==> config.mk <==
export PLATFORM = sky130hd
export DESIGN_NAME = traffic_ctrl_param
export DESIGN_NICKNAME = d
export VERILOG_FILES = /design/src/rtl/traffic_pkg.sv /design/src/rtl/sec_tick_gen.sv /design/src/rtl/traffic_ctrl_param.sv
export SDC_FILE = /design/constraint.sdc
export NUM_CORES = 1
export LEC_CHECK = 0
export ABC_AREA = 1
export BUFFER_PORTS_ARGS = -buffer_cell sky130_fd_sc_hd__buf_4
export CORE_MARGIN = 1.5
export CORE_UTILIZATION = 42
export CTS_CLUSTER_DIAMETER = 60
export DETAILED_ROUTE_END_ITERATION = 7
export MAX_ROUTING_LAYER = met4
export SLEW_MARGIN = 20
export SYNTH_ARGS = -nofsm -noshare
export SYNTH_HDL_FRONTEND = slang
export SYNTH_SLANG_ARGS = --single-unit
==> constraint.sdc <==
create_clock -name clk -period 2.49 [get_ports clk]
set_input_delay 0 -clock clk [delete_from_list [all_inputs] [get_ports clk]]
set_output_delay 0 -clock clk [all_outputs]
set_load 0.02 [all_outputs]
==> src/rtl/traffic_pkg.sv <==
// rtl/traffic_pkg.sv - phase encodings and light-decode constants for traffic_ctrl_param
package traffic_pkg;

  localparam logic [2:0] ST_HG  = 3'd0;
  localparam logic [2:0] ST_HY  = 3'd1;
  localparam logic [2:0] ST_SG  = 3'd2;
  localparam logic [2:0] ST_SY  = 3'd3;
  localparam logic [2:0] ST_AR1 = 3'd4;
  localparam logic [2:0] ST_AR2 = 3'd5;

  // Bit order: {green_main, yellow_main, red_main, green_sec, yellow_sec, red_sec}
  localparam logic [5:0] LT_HG = 6'b100_001;
  localparam logic [5:0] LT_HY = 6'b010_001;
  localparam logic [5:0] LT_SG = 6'b001_100;
  localparam logic [5:0] LT_SY = 6'b001_010;
  localparam logic [5:0] LT_AR = 6'b001_001;

  function automatic logic [5:0] lights_of(input logic [2:0] st);
    case (st)
      ST_HG:   return LT_HG;
      ST_HY:   return LT_HY;
      ST_SG:   return LT_SG;
      ST_SY:   return LT_SY;
      default: return LT_AR;
    endcase
  endfunction

endpackage

==> src/rtl/sec_tick_gen.sv <==
// rtl/sec_tick_gen.sv - prescaler producing a one-cycle tick every CLK_HZ cycles
module sec_tick_gen #(
  parameter int CLK_HZ = 100_000_000
) (
  input  logic clk,
  input  logic rst,
  input  logic clr,
  output logic tick
);

  localparam int W = $clog2(CLK_HZ);

  logic [W-1:0] cnt;

  assign tick = (cnt == W'(CLK_HZ - 1));

  always_ff @(posedge clk) begin
    if (rst || clr || tick) begin
      cnt <= '0;
    end else begin
      cnt <= cnt + 1'b1;
    end
  end

endmodule

==> src/rtl/traffic_ctrl_param.sv <==
// rtl/traffic_ctrl_param.sv - highway/secondary traffic controller; TRAFFIC_ALL_RED_EN adds all-red clearance
module traffic_ctrl_param
  import traffic_pkg::*;
#(
  parameter int CLK_HZ   = 100_000_000,
  parameter int T_HG     = 15,
  parameter int T_HY     = 2,
  parameter int T_SG     = 5,
  parameter int T_SG_MIN = 2,
  parameter int T_SY     = 2,
  parameter int T_AR     = 1
) (
  input  logic       clk,
  input  logic       rst,
  input  logic       sensor,
  output logic       green_main,
  output logic       yellow_main,
  output logic       red_main,
  output logic       green_secondary,
  output logic       yellow_secondary,
  output logic       red_secondary,
  output logic [7:0] sec_left,
  output logic [2:0] phase,
  output logic       sec_tick
);

  if (CLK_HZ < 2 || T_HG < 1 || T_HG > 255 || T_HY < 1 || T_HY > 255 ||
      T_SG < 1 || T_SG > 255 || T_SG_MIN < 1 || T_SG_MIN > T_SG ||
      T_SY < 1 || T_SY > 255 || T_AR < 1 || T_AR > 255) begin : g_param_err
    $error("traffic_ctrl_param: parameter out of range");
  end

  localparam logic [7:0] T_HG8     = 8'(T_HG);
  localparam logic [7:0] T_HY8     = 8'(T_HY);
  localparam logic [7:0] T_SG8     = 8'(T_SG);
  localparam logic [7:0] T_SG_MIN8 = 8'(T_SG_MIN);
  localparam logic [7:0] T_SY8     = 8'(T_SY);
  localparam logic [7:0] T_AR8     = 8'(T_AR);

  logic       sens_m, sens_s;
  logic [2:0] state, next_state;
  logic [7:0] entry_len;
  logic       tick, expire, changing;

  always_ff @(posedge clk) begin
    if (rst) begin
      sens_m <= 1'b0;
      sens_s <= 1'b0;
    end else begin
      sens_m <= sensor;
      sens_s <= sens_m;
    end
  end

  // Restarting the prescaler on every transition makes each timed phase exactly T*CLK_HZ cycles.
  sec_tick_gen #(.CLK_HZ(CLK_HZ)) u_tick (
    .clk  (clk),
    .rst  (rst),
    .clr  (changing),
    .tick (tick)
  );

  assign expire   = tick && (sec_left == 8'd1);
  assign changing = (next_state != state);

  always_comb begin
    next_state = state;
    case (state)
      ST_HG: if (sec_left == 8'd0 && sens_s) next_state = ST_HY;
`ifdef TRAFFIC_ALL_RED_EN
      ST_HY:  if (expire) next_state = ST_AR1;
      ST_SY:  if (expire) next_state = ST_AR2;
      ST_AR1: if (expire) next_state = ST_SG;
      ST_AR2: if (expire) next_state = ST_HG;
`else
      ST_HY:  if (expire) next_state = ST_SG;
      ST_SY:  if (expire) next_state = ST_HG;
`endif
      // Early release once the minimum green has elapsed in whole seconds.
      ST_SG: if (expire || (!sens_s && (T_SG8 - sec_left) >= T_SG_MIN8)) next_state = ST_SY;
      default: next_state = ST_HG;
    endcase
  end

  always_comb begin
    entry_len = T_AR8;
    case (next_state)
      ST_HG:   entry_len = T_HG8;
      ST_HY:   entry_len = T_HY8;
      ST_SG:   entry_len = T_SG8;
      ST_SY:   entry_len = T_SY8;
      default: entry_len = T_AR8;
    endcase
  end

  always_ff @(posedge clk) begin
    if (rst) begin
      state    <= ST_HG;
      sec_left <= T_HG8;
    end else if (changing) begin
      state    <= next_state;
      sec_left <= entry_len;
    end else if (tick && sec_left != 8'd0) begin
      sec_left <= sec_left - 8'd1;
    end
  end

  assign {green_main, yellow_main, red_main,
          green_secondary, yellow_secondary, red_secondary} = lights_of(state);
  assign phase    = state;
  assign sec_tick = tick;

endmodule
==> results.json <==
{
  "synth_cells": 319,
  "yosys_warnings": 0,
  "ff2ff_setup_slack_ns": 0.31,
  "area.growth.synth_to_final_pct": 14.19,
  "max_freq_ghz": 0.4587,
  "grtUsageTotal": 0.1643,
  "antenna_found_initial": 0,
  "p_int_uw": 976.4,
  "drc": 0,
  "slew_headroom": 0.6184,
  "dieArea_sq_um": 6433,
  "tightest_slew_ns": 0.5671,
  "setup_violations": 0,
  "fin_area_sq_um": 2859,
  "cp.required_ns": 2.72,
  "synth_top_area_cell": "dfxtp_1",
  "power_frac_comb": 0.067,
  "die_w_um": 80.21,
  "p_leak_uw": 0.001148,
  "synth.top_cell.area_share": 0.3198,
  "seq_area_frac_synth": 0.3198,
  "outcome": "finished, final reports clean",
  "path_clk_slew_ns": 0.08,
  "insertion_delay_ns": 0.29,
  "die_height_um": 80.21,
  "synth.ff_latch_count": 40,
  "setup_tns_ns": 0,
  "preCtsSetupSlack_ns": 0.3291,
  "drt_pass1_iterations": 4,
  "fillCellCount": 549,
  "gp_congestion": 0.9062,
  "nets": 359,
  "htreeDepth": 2,
  "worst_slack_ns": 0.3099,
  "power_density_nw_per_um2": 440.6,
  "ir_drop_v": 0.0002864,
  "yosysUniqueCellTypes": 28,
  "numCtsBuffers": 5,
  "avgSynthCellArea_sq_um": 7.848,
  "wl_per_cell_um": 11.07,
  "hpwl_mm": 3.512,
  "slew_viol_final": 0,
  "swShare": 0.2248,
  "finalHoldViolCount": 0,
  "grt_max_degree": 28,
  "ant_nets": 0,
  "cts_buffer_depth": 2,
  "synth_area_sq_um": 2504,
  "place_area_sq_um": 2731,
  "start_util": 0.4438,
  "row_count": 27,
  "power_switching_uw": 283.1,
  "post-route-min-period_ns": 2.180,
  "grt_pass1_wl_mm": 8.121,
  "grt_overflow_total": 0,
  "vias_per_cell": 4.622,
  "clkSinkCount": 40,
  "drive_above_1_share": 0.2321,
  "grt_pass1_vias": 1813,
  "drv_cap": 0,
  "p_seq_frac": 0.523,
  "endpoint_kind": "flop",
  "critical_path_class": "flop to flop",
  "pwr-share-clk": 0.410,
  "wirelength_mm": 4.661,
  "io_buffers": 20,
  "diodes": 0,
  "period_share": 0.8755,
  "cp_max_fo": 27,
  "skew_ns": 0.005711,
  "ys_top_cells_by_area": "dfxtp_1 (32%), nor2_4 (12%), nand2_1 (8.2%)",
  "io_pins": 21,
  "hold_class": "flop to flop",
  "cts_setup_buffers": 0,
  "cts_root_buf": "clkbuf_8",
  "drt_iter0_markers": 94,
  "fp.coreArea_sq_um": 5642,
  "rsz0062_at_grt": "false",
  "cp.arrival_ns": 2.41,
  "critical_path.startpoint_type": "flop",
  "synthesis.nets": 330,
  "vias": 1946,
  "cts_tree": "done"
}
[cells in the final DEF, fill, tap and decap left out, types with 7 or more instances in the layout]
master | netlist | layout
dfxtp_1 | 40 | 40
nand2_1 | 55 | 55
ha_1 | 8 | 8
nand2_2 | 8 | 8
nor2_1 | 35 | 35
xor2_1 | 20 | 20
nand4_1 | 9 | 9
nor2_4 | 26 | 26
xnor2_1 | 8 | 8
nor3_1 | 7 | 7
buf_4 | 0 | 21
inv_1 | 48 | 48
nand3_1 | 20 | 20
[repair_timing]
item	4_1_cts	5_1_grt
resized for setup	0	0
setup endpoints to repair	0	0
endpoints found under the hold margin	3	0
hold buffers	2	0
[state kept, by name (all words and copies together), names as in the netlist]
register    cells
u_tick.cnt     27
sec_left        8
phase           3
sens_m          1
sens_s          1
[cell families after synthesis]
family | after synthesis | synth area share
flops | 40 | 0.3198
other cells | 1 | 0.001498
compound gates | 13 | 0.03898
xor+xnor | 28 | 0.09795
simple gates | 174 | 0.4063
fa+ha+maj | 8 | 0.03998
buf+inv | 55 | 0.09545
[worst paths after layout]
kind | cells past startpoint | endpoint | startpoint
worst max-delay path | 13 | u_tick.cnt[3] | sec_left[2]
worst min-delay path | 2 | sens_s | sens_m
worst max register to register | 13 | u_tick.cnt[3] | sec_left[2]
worst min register to register | 2 | sens_s | sens_m
[synthesized netlist by cell type, drive strengths merged]
cell type / count
a21oi: 6
a31o: 1
a41oi: 1
buf: 2
conb: 1
dfxtp: 40
ha: 8
inv: 53
nand2: 65
nand3: 23
nand4: 9
nor2: 65
nor3: 7
nor4: 4
o21ai: 4
o31ai: 1
or2: 1
xnor2: 8
xor2: 20
[critical path, cell delays in order, from the launching register on]
cell and delay (ns):
dfxtp_1 0.44, inv_1 0.11, ha_1 0.28, nand2_1 0.05, a21oi_1 0.12, nand3_1 0.11, nand2_1 0.07, nand2_1 0.05
nand2_2 0.12, nand3_4 0.10, a21oi_4 0.23, nand3_4 0.10, buf_12 0.20, nor2_1 0.11
[per-layer routing]
metal,GRT usage,vias to the layer above,wire length (um)
li1,-,1044,-
met1,0.2176,871,2331
met2,0.2521,27,2122
met3,0.02841,4,161
met4,0.05690,0,46
met5,-,-,0
[power groups by stage]
| stage | logic [uW] | registers, uW | clock network, uW |
|---|---|---|---|
| 2_1_floorplan | 57.4 | 677 | 0 |
| 3_3_place_gp | 83.2 | 674 | 0 |
| 3_5_place_dp | 83.0 | 674 | 0 |
| 4_1_cts | 85.8 | 658 | 535 |
| 5_1_grt | 93.5 | 660 | 563 |
| 6_report | 84.8 | 659 | 516 |
[through the flow]
step	utilization	hold slack (ns)	std cells	total power [uW]
3_3_place_gp	0.4841	0.1962	411	756.9
6_report	0.5068	0.4085	421	1260
3_5_place_dp	0.4841	0.1967	411	756.8
2_1_floorplan	-	0.06907	319	734.4
5_1_grt	0.5068	0.4397	421	1317
4_1_cts	0.5068	0.4119	421	1279
[area by class of cell]
cell class	count	area [sq um]	share of cell area
clock buffer	6	72.57	0.02538
clock inverter	2	35.03	0.01225
inverter	53	198.9	0.06958
multi-input combinational	224	1464	0.5120
sequential	40	800.8	0.2801
tap	72	90.09	0.03151
timing repair buffer	24	197.7	0.06915
Note: power is estimated with default switching activity, not from simulation.
